File: src/rtl/agen_pkg.sv
// Shared constants and helpers for the address-generation stage.
package agen_pkg;

  localparam logic [2:0] ES = 3'd0;
  localparam logic [2:0] CS = 3'd1;
  localparam logic [2:0] SS = 3'd2;
  localparam logic [2:0] DS = 3'd3;
  localparam logic [2:0] FS = 3'd4;
  localparam logic [2:0] GS = 3'd5;

  localparam logic [2:0] REG_ESP = 3'b100;

  // Indexed by segment ID; entry 7 first. Only FS has the short limit.
  localparam logic [7:0][31:0] SEG_LIMIT = {
    32'h0000_FFFF, 32'h0000_FFFF, 32'h0000_FFFF, 32'h0000_0FFF,
    32'h0000_FFFF, 32'h0000_FFFF, 32'h0000_FFFF, 32'h0000_FFFF
  };

  function automatic logic [3:0] size_bytes(input logic [1:0] sz);
    return 4'd1 << sz;
  endfunction

endpackage

File: src/rtl/agen_dep_check.sv
// Read-after-write hazard compare of AG source IDs against AG/EX/ME destinations (pure combinational).
module agen_dep_check (
  input  logic [2:0]      sr1,
  input  logic [2:0]      sib_i,
  input  logic [2:0]      seg1,
  input  logic            sr1_used,
  input  logic            sib_used,
  input  logic            seg_used,
  input  logic [2:0][2:0] gpr_drid,
  input  logic [2:0]      gpr_ld,
  input  logic [2:0][2:0] seg_drid,
  input  logic [2:0]      seg_ld,
  output logic            gpr_hazard,
  output logic            seg_hazard
);

  always_comb begin
    gpr_hazard = 1'b0;
    seg_hazard = 1'b0;
    for (int k = 0; k < 3; k++) begin
      if (gpr_ld[k] && ((sr1_used && (sr1 == gpr_drid[k])) ||
                        (sib_used && (sib_i == gpr_drid[k]))))
        gpr_hazard = 1'b1;
      if (seg_ld[k] && seg_used && (seg1 == seg_drid[k]))
        seg_hazard = 1'b1;
    end
  end

endmodule

File: src/rtl/address_gen_stage.sv
// AG pipe stage: effective/linear address, RAW hazard stall, AG->ME register held while LD_ME=0.
// AGEN_SEG_LIMIT_CHECK_EN builds the segment-limit comparator; otherwise ME_SEG_EXC is tied 0.
module address_gen_stage
  import agen_pkg::*;
(
  input  logic        CLK,
  input  logic        CLR,
  input  logic        LD_ME,
  input  logic        V_IN,
  input  logic [31:0] EIP_IN,
  input  logic [1:0]  DATA_SIZE,
  input  logic        BASE_REG_EN,
  input  logic        SIB_EN,
  input  logic        DISP_EN,
  input  logic [1:0]  SIB_S,
  input  logic [2:0]  SR1,
  input  logic [2:0]  SIB_I,
  input  logic [2:0]  SEG1,
  input  logic        SR1_NEEDED,
  input  logic        SEG1_NEEDED,
  input  logic        MEM_RD,
  input  logic        MEM_WR,
  input  logic [31:0] DISP32,
  input  logic [31:0] IMM32,
  input  logic [31:0] SR1_DATA,
  input  logic [31:0] SIB_I_DATA,
  input  logic [15:0] SEG1_DATA,
  input  logic [2:0]  AG_DRID1,
  input  logic [2:0]  EX_DRID1,
  input  logic [2:0]  ME_DRID1,
  input  logic [2:0]  AG_DRID2,
  input  logic [2:0]  EX_DRID2,
  input  logic [2:0]  ME_DRID2,
  input  logic        V_AG_LD_GPR1,
  input  logic        V_EX_LD_GPR1,
  input  logic        V_ME_LD_GPR1,
  input  logic        V_AG_LD_SEG,
  input  logic        V_EX_LD_SEG,
  input  logic        V_ME_LD_SEG,
  output logic [2:0]  AG_SR1_OUT,
  output logic [2:0]  AG_SIB_I_OUT,
  output logic [2:0]  AG_SEG1_OUT,
  output logic        DEP_STALL,
  output logic        ME_V,
  output logic [31:0] ME_EIP,
  output logic [31:0] ME_ADDR,
  output logic [31:0] ME_A,
  output logic [31:0] ME_B,
  output logic        ME_MEM_RD,
  output logic        ME_MEM_WR,
  output logic        ME_SEG_EXC
);

  logic [31:0] base_term;
  logic [31:0] index_term;
  logic [31:0] disp_term;
  logic [31:0] ea;
  logic [31:0] lin_addr;
  logic        gpr_hazard;
  logic        seg_hazard;
  logic        issue;

  assign AG_SR1_OUT   = SR1;
  assign AG_SIB_I_OUT = SIB_I;
  assign AG_SEG1_OUT  = SEG1;

  // An ESP index encoding means "no index".
  assign base_term  = BASE_REG_EN ? SR1_DATA : 32'd0;
  assign index_term = (SIB_EN && (SIB_I != REG_ESP)) ? (SIB_I_DATA << SIB_S) : 32'd0;
  assign disp_term  = DISP_EN ? DISP32 : 32'd0;
  assign ea         = base_term + index_term + disp_term;
  assign lin_addr   = {SEG1_DATA, 16'h0000} + ea;

  agen_dep_check u_dep_check (
    .sr1        (SR1),
    .sib_i      (SIB_I),
    .seg1       (SEG1),
    .sr1_used   (SR1_NEEDED | BASE_REG_EN),
    .sib_used   (SIB_EN),
    .seg_used   (SEG1_NEEDED),
    .gpr_drid   ({ME_DRID1, EX_DRID1, AG_DRID1}),
    .gpr_ld     ({V_ME_LD_GPR1, V_EX_LD_GPR1, V_AG_LD_GPR1}),
    .seg_drid   ({ME_DRID2, EX_DRID2, AG_DRID2}),
    .seg_ld     ({V_ME_LD_SEG, V_EX_LD_SEG, V_AG_LD_SEG}),
    .gpr_hazard (gpr_hazard),
    .seg_hazard (seg_hazard)
  );

  assign DEP_STALL = V_IN & (gpr_hazard | seg_hazard);
  assign issue     = V_IN & ~DEP_STALL;

  // Bubbles still load the datapath fields; only the control bits are forced low.
  always_ff @(posedge CLK or negedge CLR) begin
    if (!CLR) begin
      ME_V      <= 1'b0;
      ME_EIP    <= 32'd0;
      ME_ADDR   <= 32'd0;
      ME_A      <= 32'd0;
      ME_B      <= 32'd0;
      ME_MEM_RD <= 1'b0;
      ME_MEM_WR <= 1'b0;
    end else if (LD_ME) begin
      ME_V      <= issue;
      ME_EIP    <= EIP_IN;
      ME_ADDR   <= lin_addr;
      ME_A      <= SR1_DATA;
      ME_B      <= IMM32;
      ME_MEM_RD <= issue & MEM_RD;
      ME_MEM_WR <= issue & MEM_WR;
    end
  end

`ifdef AGEN_SEG_LIMIT_CHECK_EN
  logic [32:0] ea_last;
  logic        seg_exc;

  // 33-bit so a wrap past 2^32 counts as exceeding the limit.
  assign ea_last = {1'b0, ea} + {29'd0, size_bytes(DATA_SIZE)} - 33'd1;
  assign seg_exc = (MEM_RD | MEM_WR) & V_IN & (ea_last > {1'b0, SEG_LIMIT[SEG1]});

  always_ff @(posedge CLK or negedge CLR) begin
    if (!CLR)
      ME_SEG_EXC <= 1'b0;
    else if (LD_ME)
      ME_SEG_EXC <= issue & seg_exc;
  end
`else
  logic unused_size;
  assign unused_size = ^DATA_SIZE;
  assign ME_SEG_EXC  = 1'b0;
`endif

endmodule

File: config.mk
export PLATFORM = sky130hd
export DESIGN_NAME = address_gen_stage
export DESIGN_NICKNAME = d
export VERILOG_FILES = /design/src/rtl/agen_pkg.sv /design/src/rtl/agen_dep_check.sv /design/src/rtl/address_gen_stage.sv
export SDC_FILE = /design/constraint.sdc
export NUM_CORES = 1
export LEC_CHECK = 0
export BUFFER_PORTS_ARGS = -buffer_cell sky130_fd_sc_hd__buf_2
export CAP_MARGIN = 30
export CORE_MARGIN = 5
export CORE_UTILIZATION = 30
export DETAILED_ROUTE_END_ITERATION = 10
export HOLD_SLACK_MARGIN = 0.12
export PLACE_DENSITY_LB_ADDON = 0.15
export SETUP_SLACK_MARGIN = 0.15
export SLEW_MARGIN = 20
export SYNTH_ARGS = -nofsm -noshare
export SYNTH_HDL_FRONTEND = slang
export SYNTH_SLANG_ARGS = --single-unit
File: constraint.sdc
create_clock -name CLK -period 3.25 [get_ports CLK]
set_input_delay 0.65 -clock CLK [delete_from_list [all_inputs] [get_ports CLK]]
set_output_delay 0.65 -clock CLK [all_outputs]
set_load 0.05 [all_outputs]
==> run_results.csv <==
group,metric,value,unit
run_status,failed_checks,"setup timing",
timing,layout_setup_ws,-0.619,ns
setup_path,r2r_slack,2.41,ns
logic_synthesis,syn_nets,1170,
route,final_antenna_net_count,0,
route,wl_per_cell,18.3,µm
logic_synthesis,muxShareOfSynthArea,20.2,%
logic_synthesis,synthFlopType,"dfrtp_1",
clocking,clk_pin_slew,0.07,ns
layout,fin_nets,1672,
clocking,htree_num_levels,4,
layout,fill_cells,2935,
placement,gp_congestion,0.860,
setup_path,r2r_cells,2,
die,std_cell_rows,64,
setup_path,regToRegEndpoint,"ME_ADDR[27]",
global_routing,grt_max_degree,134,
route,vias,8264,
placement,place_inst,1691,
logic_synthesis,synth_area_leaders,"dfrtp_1, mux2_2, fa_1, mux4_2, ha_1",
timing,relSlewSlack,48.3,%
logic_synthesis,ys_warn_count,0,
setup_path,cp_max_fo,6,
global_routing,track_usage,18.3,%
worst_hold_path,min_from,"IMM32[21]",
route,routed_wl,32400,µm
clocking,worstSkewPairLatency,0.42,ns
placement,placed_area,0.0127,mm²
layout,drive_above_1_share,60.7,%
timing,rsz0062_at_grt,"true",
clocking,cts_buffers,17,
die,die_h,187,µm
worst_hold_path,hold_depth,2,
logic_synthesis,synth_area,0.00941,mm²
setup_path,crit_required,3.60,ns
placement,dp_hpwl,26000,µm
die,initial_core_util,30.6,%
logic_synthesis,ys_types,54,
pwr,power_leakage,6.94,nW
layout,stdcell_count,1768,
placement,numPortBuffers,362,
setup_path,cp-start-kind,"primary input",
timing,whs,0.446,ns
logic_synthesis,synthArstFlopShare,100,%
logic_synthesis,syn_inst,855,
die,die_area,0.0350,mm²
timing,min_period,3.87,ns
placement,dpl_worst_slack,-1.23,ns
die,die_w,187,µm
timing,hold_viol_final,0,
run_status,outcome,"finished, violations left",
die,io_pins,366,
clocking,clock-sinks,131,
worst_hold_path,hp-class,"in2reg",
logic_synthesis,synth_xor_xnor_area_share,4.75,%
timing,drv_slew,0,
logic_synthesis,ys_top_cells_by_count,"dfrtp_1, mux2_2, nand2_1",
logic_synthesis,ys_seq_elements,131,
route,drtIter0Drc,328,
clocking,cts_max_path_buffers,2,
timing,setup_viol,24,
logic_synthesis,postSynthAreaPerCell,11.0,µm²
logic_synthesis,synthSimpleGateAreaFrac,10.2,%
clocking,cts_tree,"built",
die,core_area,0.0307,mm²
setup_path,r2r-start,"ME_ADDR[27]",
timing,fmax,0.258,GHz
global_routing,first_global_vias,8853,
clocking,cts_root_buf,"clkbuf_16",
layout,fin_util,47.4,%
logic_synthesis,synthAdderAreaFrac,15.9,%
timing,fin_crit_sh,119,%
global_routing,grt_pass1_wl,50700,µm
logic_synthesis,synth-edff-count,0,
logic_synthesis,synth_compound_area_share,9.28,%
route,drt_first_pass_iters,5,
logic_synthesis,synth_top_area_cell,"dfrtp_1",
logic_synthesis,synth.most_common_cell,"dfrtp_1",
timing,tightest_slew,0.776,ns
logic_synthesis,synth_top_area_share,34.8,%
setup_path,crit_arrival,4.22,ns
route,via_per_inst,4.67,
setup_path,endpoint_kind,"register",
pwr,ir_drop,0.332,mV
pwr,power_density,584,mW/mm²
logic_synthesis,yosysSeqAreaShare,34.8,%
layout,area_delta_synth_final,54.8,%
global_routing,grt-ovfl-total,0,
worst_hold_path,hold_path_end,"ME_B[21]",
global_routing,antenna_found_initial,14,
route,route.detailed.drc,0,
timing,finClkSkew,0,ns
setup_path,path_class,"in2reg",
logic_synthesis,synth_top_family_by_area,"multiplexers",
layout,fin_area,0.0146,mm²
run,max_cap_viol_count,0,
[worst max-delay path: stages]
cell	delay (ns)
buf_12	0.09
buf_12	0.12
buf_8	0.12
mux4_2	0.48
nand2_1	0.10
fa_1	0.41
fa_1	0.50
inv_1	0.06
ha_4	0.27
and2_4	0.14
nand2_1	0.07
or4_4	0.48
nor3_2	0.21
nor2_1	0.08
a2111o_1	0.36
o221ai_1	0.07
[metrics by stage]
| stage | TNS (ns) | total power [W] |
|---|---|---|
| global placement | -24.95 | 0.00598 |
| CTS | -8.72 | 0.00838 |
| floorplan | -15.40 | 0.00467 |
| finish | -11.81 | 0.00850 |
| detailed placement | -26.05 | 0.00602 |
| global route | -14.86 | 0.00900 |
[state kept, by name, summed over array words and instances, names as in the netlist]
name and count:
ME_EIP 32, ME_B 32, ME_ADDR 32, ME_V 1
ME_A 32, ME_MEM_RD 1, ME_MEM_WR 1
[layout by cell type, fill, tap and decap left out, drive strengths merged, types with 7 or more instances in the layout]
cell type / n
mux4: 26
buf: 530
fa: 47
xnor2: 28
clkbuf: 17
nor2: 20
nand4: 8
a21o: 18
ha: 44
mux2: 115
a211oi: 7
nand2: 86
inv: 67
o21ai: 23
a21oi: 42
and2: 45
nor4: 7
dfrtp: 131
xor2: 23
[how the worst max path moves through the flow]
stage          startpoint     endpoint  slack (ns)  depth (start not counted)
2_1_floorplan    SIB_S[0]  ME_ADDR[27]       -1.00                         15
3_3_place_gp     SIB_S[0]  ME_ADDR[27]       -1.15                         14
3_5_place_dp     SIB_S[0]  ME_ADDR[27]       -1.23                         14
4_1_cts          SIB_S[0]  ME_ADDR[27]       -0.59                         15
5_1_grt          SIB_S[0]  ME_ADDR[27]       -0.76                         15
6_report         SIB_S[0]  ME_ADDR[29]       -0.62                         16
[repair_timing]
action | 4_1_cts | 5_1_grt
pin swaps | 44 | 69
cloned | 1 | 0
hold endpoints to repair | 19 | 0
gates resized for setup | 105 | 69
hold buffers | 1 | 0
buffers inserted | 16 | 25
endpoints found under the setup margin | 26 | 27
[cell families (layout without fill, tap and decap cells)]
logic type               count (synthesis)  count (layout)
AO/OA/AOI/OAI                          130             130
XOR/XNOR                                51              51
adder cells (fa/ha/maj)                 91              91
buffers and inverters                  111             625
flip-flops                             131             131
multiplexers                           143             143
other                                    1               4
AND/OR/NAND/NOR                        197             197
[where the power goes]
group / total, W / leakage [nW] / internal (W) / switching (W)
clock network: 0.00206 / 0.284 / 0.00122 / 0.000839
registers: 0.00206 / 1.54 / 0.00192 / 0.000141
logic: 0.00438 / 5.11 / 0.00175 / 0.00263
total: 0.00850 / 6.94 / 0.00489 / 0.00361
[final cells by class]
type                            count  area (µm²)  area share, %
Antenna cell                        3        7.51         0.0515
Clock buffer                       17         425           2.92
Clock inverter                     14         180           1.24
Inverter                           63         236           1.62
Multi-Input combinational cell    613        6620           45.5
Sequential cell                   131        3280           22.5
Tap cell                          396         495           3.40
Timing Repair Buffer              531        3320           22.8
[per-layer routing]
| layer | routed length (µm) | GRT usage (%) |
|---|---|---|
| met1 | 14100 | 23.8 |
| met2 | 15600 | 29.9 |
| met3 | 2090 | 5.90 |
| met4 | 431 | 3.92 |
| met5 | 134 | 0 |
Note: power is estimated with default switching activity, not from simulation.
